### src/rtl/word_loader_pkg.sv
// Shared types and constants for the encoder's upstream word loader.
package word_loader_pkg;

  typedef enum logic [2:0] {
    IDLE,
    LOAD,
    TERM0,
    TERM1,
    RUN,
    FIN
  } loader_state;

  // Byte value that separates words in the encoder's input SRAM.
  localparam int SEPARATOR = 0;

  // Entries reserved at the end of the SRAM for the double-zero terminator.
  localparam int TERM_ENTRIES = 2;

endpackage

### src/rtl/word_loader.sv
// Loads a byte stream into the encoder input SRAM as zero-separated words,
// appends the double-zero terminator, then runs the encoder to completion.
module word_loader
  import word_loader_pkg::*;
#(
  parameter int ADDR_WIDTH = 4,
  parameter int DATA_WIDTH = 8
) (
  input  logic                  clk,
  input  logic                  rst_n,
  input  logic                  cs,
  input  logic                  in_valid,
  output logic                  in_ready,
  input  logic [DATA_WIDTH-1:0] in_data,
  input  logic                  in_last,
  output logic                  mem_we,
  output logic [ADDR_WIDTH-1:0] mem_addr,
  output logic [DATA_WIDTH-1:0] mem_din,
  output logic                  enc_cs,
  input  logic                  enc_done,
  output logic [ADDR_WIDTH:0]   count,
  output logic                  overflow,
  output logic                  done
);

  localparam int DEPTH = 2 ** ADDR_WIDTH;
  // Payload stops here so both terminator entries always fit without wrap.
  localparam logic [ADDR_WIDTH:0] PAYLOAD_MAX = (ADDR_WIDTH + 1)'(DEPTH - TERM_ENTRIES);
  localparam logic [DATA_WIDTH-1:0] SEP = DATA_WIDTH'(SEPARATOR);

  loader_state             state;
  logic [ADDR_WIDTH:0]     ptr;
  logic                    prev_zero;

  logic                    accept;
  logic                    byte_zero;
  logic                    room;
  logic                    do_write;
  logic                    zero_after;
  logic [ADDR_WIDTH:0]     ptr_after;

  assign in_ready   = (state == LOAD);
  assign count      = ptr;

  assign accept     = in_valid & in_ready;
  assign byte_zero  = (in_data == SEP);
  assign room       = (ptr < PAYLOAD_MAX);
  // A zero directly after a separator (or at the start) would form a
  // premature terminator, so only zeros following payload are kept.
  assign do_write   = accept & room & (~byte_zero | ~prev_zero);
  assign zero_after = do_write ? byte_zero : prev_zero;
  assign ptr_after  = do_write ? ptr + 1'b1 : ptr;

  // Control FSM with the registered SRAM write port and status outputs.
  always_ff @(posedge clk or negedge rst_n) begin
    if (!rst_n) begin
      state     <= IDLE;
      ptr       <= '0;
      prev_zero <= 1'b1;
      mem_we    <= 1'b0;
      mem_addr  <= '0;
      mem_din   <= '0;
      enc_cs    <= 1'b0;
      overflow  <= 1'b0;
      done      <= 1'b0;
    end else begin
      mem_we <= 1'b0;
      case (state)
        IDLE: begin
          if (cs) state <= LOAD;
        end
        LOAD: begin
          if (do_write) begin
            mem_we    <= 1'b1;
            mem_addr  <= ptr[ADDR_WIDTH-1:0];
            mem_din   <= in_data;
            ptr       <= ptr + 1'b1;
            prev_zero <= byte_zero;
          end
          if (accept && !byte_zero && !room) overflow <= 1'b1;
          // A trailing separator already provides the first terminator zero.
          if (accept && in_last) begin
            state <= (zero_after && (ptr_after != '0)) ? TERM1 : TERM0;
          end
        end
        TERM0: begin
          mem_we   <= 1'b1;
          mem_addr <= ptr[ADDR_WIDTH-1:0];
          mem_din  <= SEP;
          ptr      <= ptr + 1'b1;
          state    <= TERM1;
        end
        TERM1: begin
          mem_we   <= 1'b1;
          mem_addr <= ptr[ADDR_WIDTH-1:0];
          mem_din  <= SEP;
          ptr      <= ptr + 1'b1;
          state    <= RUN;
        end
        RUN: begin
          enc_cs <= 1'b1;
          // Only trust enc_done once the encoder has actually been started.
          if (enc_cs && enc_done) begin
            state <= FIN;
            done  <= 1'b1;
          end
        end
        FIN: begin
          enc_cs <= 1'b1;
          done   <= 1'b1;
        end
        default: state <= IDLE;
      endcase
    end
  end

endmodule

### config.mk
export PLATFORM = sky130hd
export DESIGN_NAME = word_loader
export DESIGN_NICKNAME = d
export VERILOG_FILES = /design/src/rtl/word_loader_pkg.sv /design/src/rtl/word_loader.sv
export SDC_FILE = /design/constraint.sdc
export NUM_CORES = 1
export LEC_CHECK = 0
export BUFFER_PORTS_ARGS = -buffer_cell sky130_fd_sc_hd__buf_4
export CAP_MARGIN = 20
export CORE_ASPECT_RATIO = 1.5
export CORE_MARGIN = 2
export CORE_UTILIZATION = 45
export DETAILED_ROUTE_END_ITERATION = 10
export GPL_TIMING_DRIVEN = 1
export PLACE_DENSITY_LB_ADDON = 0.15
export SETUP_SLACK_MARGIN = 0.5
export SKIP_CTS_REPAIR_TIMING = 1
export SYNTH_ARGS = -nofsm -noshare
export SYNTH_HDL_FRONTEND = slang
export SYNTH_SLANG_ARGS = --single-unit
export TNS_END_PERCENT = 50
### constraint.sdc
create_clock -name clk -period 1.63 [get_ports clk]
set_input_delay 0.0815 -clock clk [delete_from_list [all_inputs] [get_ports clk]]
set_output_delay 0.0815 -clock clk [all_outputs]
set_load 0.005 [all_outputs]
==> metrics.md <==
| Metric | Value |
|---|---|
| Outcome | `finished with violations` |
| Failing checks | `negative setup slack` |
| Total track usage | `19.5%` |
| # diodes | `0` |
| I/O Buffers | `35` |
| Global-route wire length before repair | `4500 um` |
| Synthesized flop and latch total | `25` |
| Die X | `47.0 um` |
| Data required time at the worst endpoint | `1.77 ns` |
| Syn Area/Cell | `12.0 um2` |
| Setup ws final | `-0.0267 ns` |
| Die Height | `68.5 um` |
| Power Internal | `0.000821 W` |
| Worst-Margin Slew | `0.392 ns` |
| Syn Inst Count | `104` |
| Total CTS buffers | `3` |
| DR pass1 iterations | `4` |
| Via count | `994` |
| Core ar. | `2650 um2` |
| Final wirelength | `2800 um` |
| Leak | `0.807 nW` |
| First-iteration detailed-routing DRC count | `16` |
| CP arrival | `1.80 ns` |
| EDFF count, synth | `0` |
| WS Path Type | `reg2reg` |
| Setup-failing EPs final | `1` |
| Initial Util | `47.2%` |
| Register area | `627 um2` |
| Area delta synth->final | `39.1%` |
| Clk sinks | `25` |
| Post-route minimum period | `1.66 ns` |
| Remaining DRCs | `0` |
| Vias in the first global route | `1022` |
| Fraction of layout cells with a size suffix above 1 | `43.7%` |
| Largest net degree at the start of global routing | `26` |
| Global placement routability congestion | `0.865` |
| Nets | `167` |
| Grt ovf | `0` |
| Post-DP Area | `1630 um2` |
| Root Driver | `clkbuf_8` |
| Clock Path Buffers | `2` |
| Seq pwr share | `59.6%` |
| Synthesized cell area | `1250 um2` |
| Most common cell after layout, fill and taps aside | `buf_4` |
| Pwr per Cell Area | `598 nW/um2` |
| Wire length per cell | `14.9 um` |
| Final Cell Area | `1740 um2` |
| Synth Flop Type | `dfrtp_1` |
| Commonest non-fill, non-tap cells in the layout | `buf_4 (41), dfrtp_1 (24), nor2_1 (10)` |
| Remaining antenna violation count | `0` |
| Fin. Hold Viols | `0` |
| H-tree levels | `1` |
| Reg clk slew, reported paths | `0.08 ns` |
| Combinational share of power | `5.5%` |
| Fillers | `238` |
| Sw power | `0.000218 W` |
| CTS tree | `built` |
| Clock power frac | `34.9%` |
| Async set or reset register ratio after synthesis | `100%` |
| Placed insts | `183` |
| Final HPWL DP | `2020 um` |
| Total die area | `3220 um2` |
| Switching Fraction | `21.0%` |
| Num rows | `23` |
| Post-route clock period utilization | `102%` |
| Crit-path max FO | `3` |
| Netlist cell types | `41` |
| Peak supply drop | `0.444 mV` |
| Seq/Total Area, Yosys | `50.2%` |
| Fin cells | `188` |
| Clk_lat worst skew | `0.26 ns` |
| Ports | `36` |
| Achievable clock frequency | `0.604 GHz` |
| Initial antenna violation count | `0` |
| Total power | `0.00104 W` |
| Crit end category | `flip-flop` |
| Yosys warns | `0` |
| Worst slew margin | `73.7%` |
| Multi-input logic area | `641 um2` |
| Syn nets | `119` |
| Clk_skew | `0.00206 ns` |
| Via density | `5.29` |
| CP startpoint kind | `flip-flop` |
| RSZ-0062 raised after global routing | `yes` |
| Slew Limit Fails | `0` |
| Hold crit path type | `in2reg` |
| Max Cap Viol | `0` |
==> cell type report <==
class / instances / area share, %
clock buffer: 4 / 2.59
sequential: 25 / 36.1
timing repair buffer: 47 / 21.5
multi-input combinational: 74 / 36.9
inverter: 1 / 0.216
tap: 37 / 2.67
==> path summary, 6_finish.rpt <==
kind / start / end / slack (ns) / cells past startpoint
setup / recovery: state[2] / state[0] / -0.03 / 5
min in group asynchronous: rst_n / count[4] / 0.26 / 2
hold reg to reg: overflow / overflow / 0.47 / 1
max in group asynchronous: rst_n / prev_zero / 1.07 / 2
hold / removal: in_data[1] / mem_din[1] / 0.09 / 3
setup reg to reg: state[2] / state[0] / -0.03 / 5
==> power groups by stage <==
stage / Clock [W] / Combinational [W] / Sequential (W)
after floorplan: 0 / 0.00000614 / 0.000632
after global placement: 0 / 0.0000542 / 0.000632
after detailed placement: 0 / 0.0000564 / 0.000632
after CTS: 0.000372 / 0.0000563 / 0.000620
after global routing: 0.000395 / 0.0000633 / 0.000620
final: 0.000362 / 0.0000573 / 0.000620
==> critical path, stage by stage, from the launching register on <==
cell and delay [ns]:
dfrtp_1 0.38, nand4bb_4 0.24, a311oi_4 0.39, buf_4 0.21, mux2i_2 0.25, a22oi_2 0.07
==> through the flow <==
stage	setup TNS (ns)	util, %	hold slack [ns]	setup WS, ns
CTS	-0.0292	63.2	-0.280	-0.0232
global placement	0	61.5	0.000137	0.0518
floorplan	-0.0151	-	-0.214	-0.0151
global route	-0.268	65.6	0.107	-0.0763
finish	-0.0267	65.6	0.0885	-0.0267
detailed placement	0	61.5	0.0101	0.0132
==> logic make-up after synthesis <==
kind of cell / after synthesis / synth area share (%)
AO/OA/AOI/OAI: 18 / 11.5
XOR/XNOR: 3 / 2.10
adder cells (fa/ha/maj): 1 / 1.00
buffers and inverters: 5 / 2.30
flip-flops: 25 / 50.2
multiplexers: 14 / 11.7
AND/OR/NAND/NOR: 38 / 21.1
==> Yosys cell counts, types with 2 or more instances <==
| master | number | area [um2] |
|---|---|---|
| dfrtp_1 | 24 | 601 |
| nor4_4 | 2 | 42.5 |
| mux2i_1 | 9 | 90.1 |
| nor2_1 | 10 | 37.5 |
| o21ai_0 | 3 | 15.0 |
| nand3_1 | 4 | 20.0 |
| nand2b_1 | 4 | 25.0 |
| buf_2 | 2 | 10.0 |
| and3b_1 | 2 | 17.5 |
| xnor2_1 | 3 | 26.3 |
| nand2_1 | 5 | 18.8 |
| nand4_1 | 2 | 12.5 |
| a21oi_1 | 3 | 15.0 |
| mux2_1 | 4 | 45.0 |
==> per-layer routing <==
metal,part of all wire (%),GRT usage [%]
met3,4.3,3.91
met5,0,0
met1,41,23.3
met2,53,32.4
met4,2.0,10.1
==> registers in the layout, summed over array words and instances, names as in the netlist <==
signal	cells
state	3
overflow	1
prev_zero	1
mem_din	8
mem_we	1
done	1
mem_addr	4
count	5
enc_cs	1
Note: power is estimated with default switching activity, not from simulation.
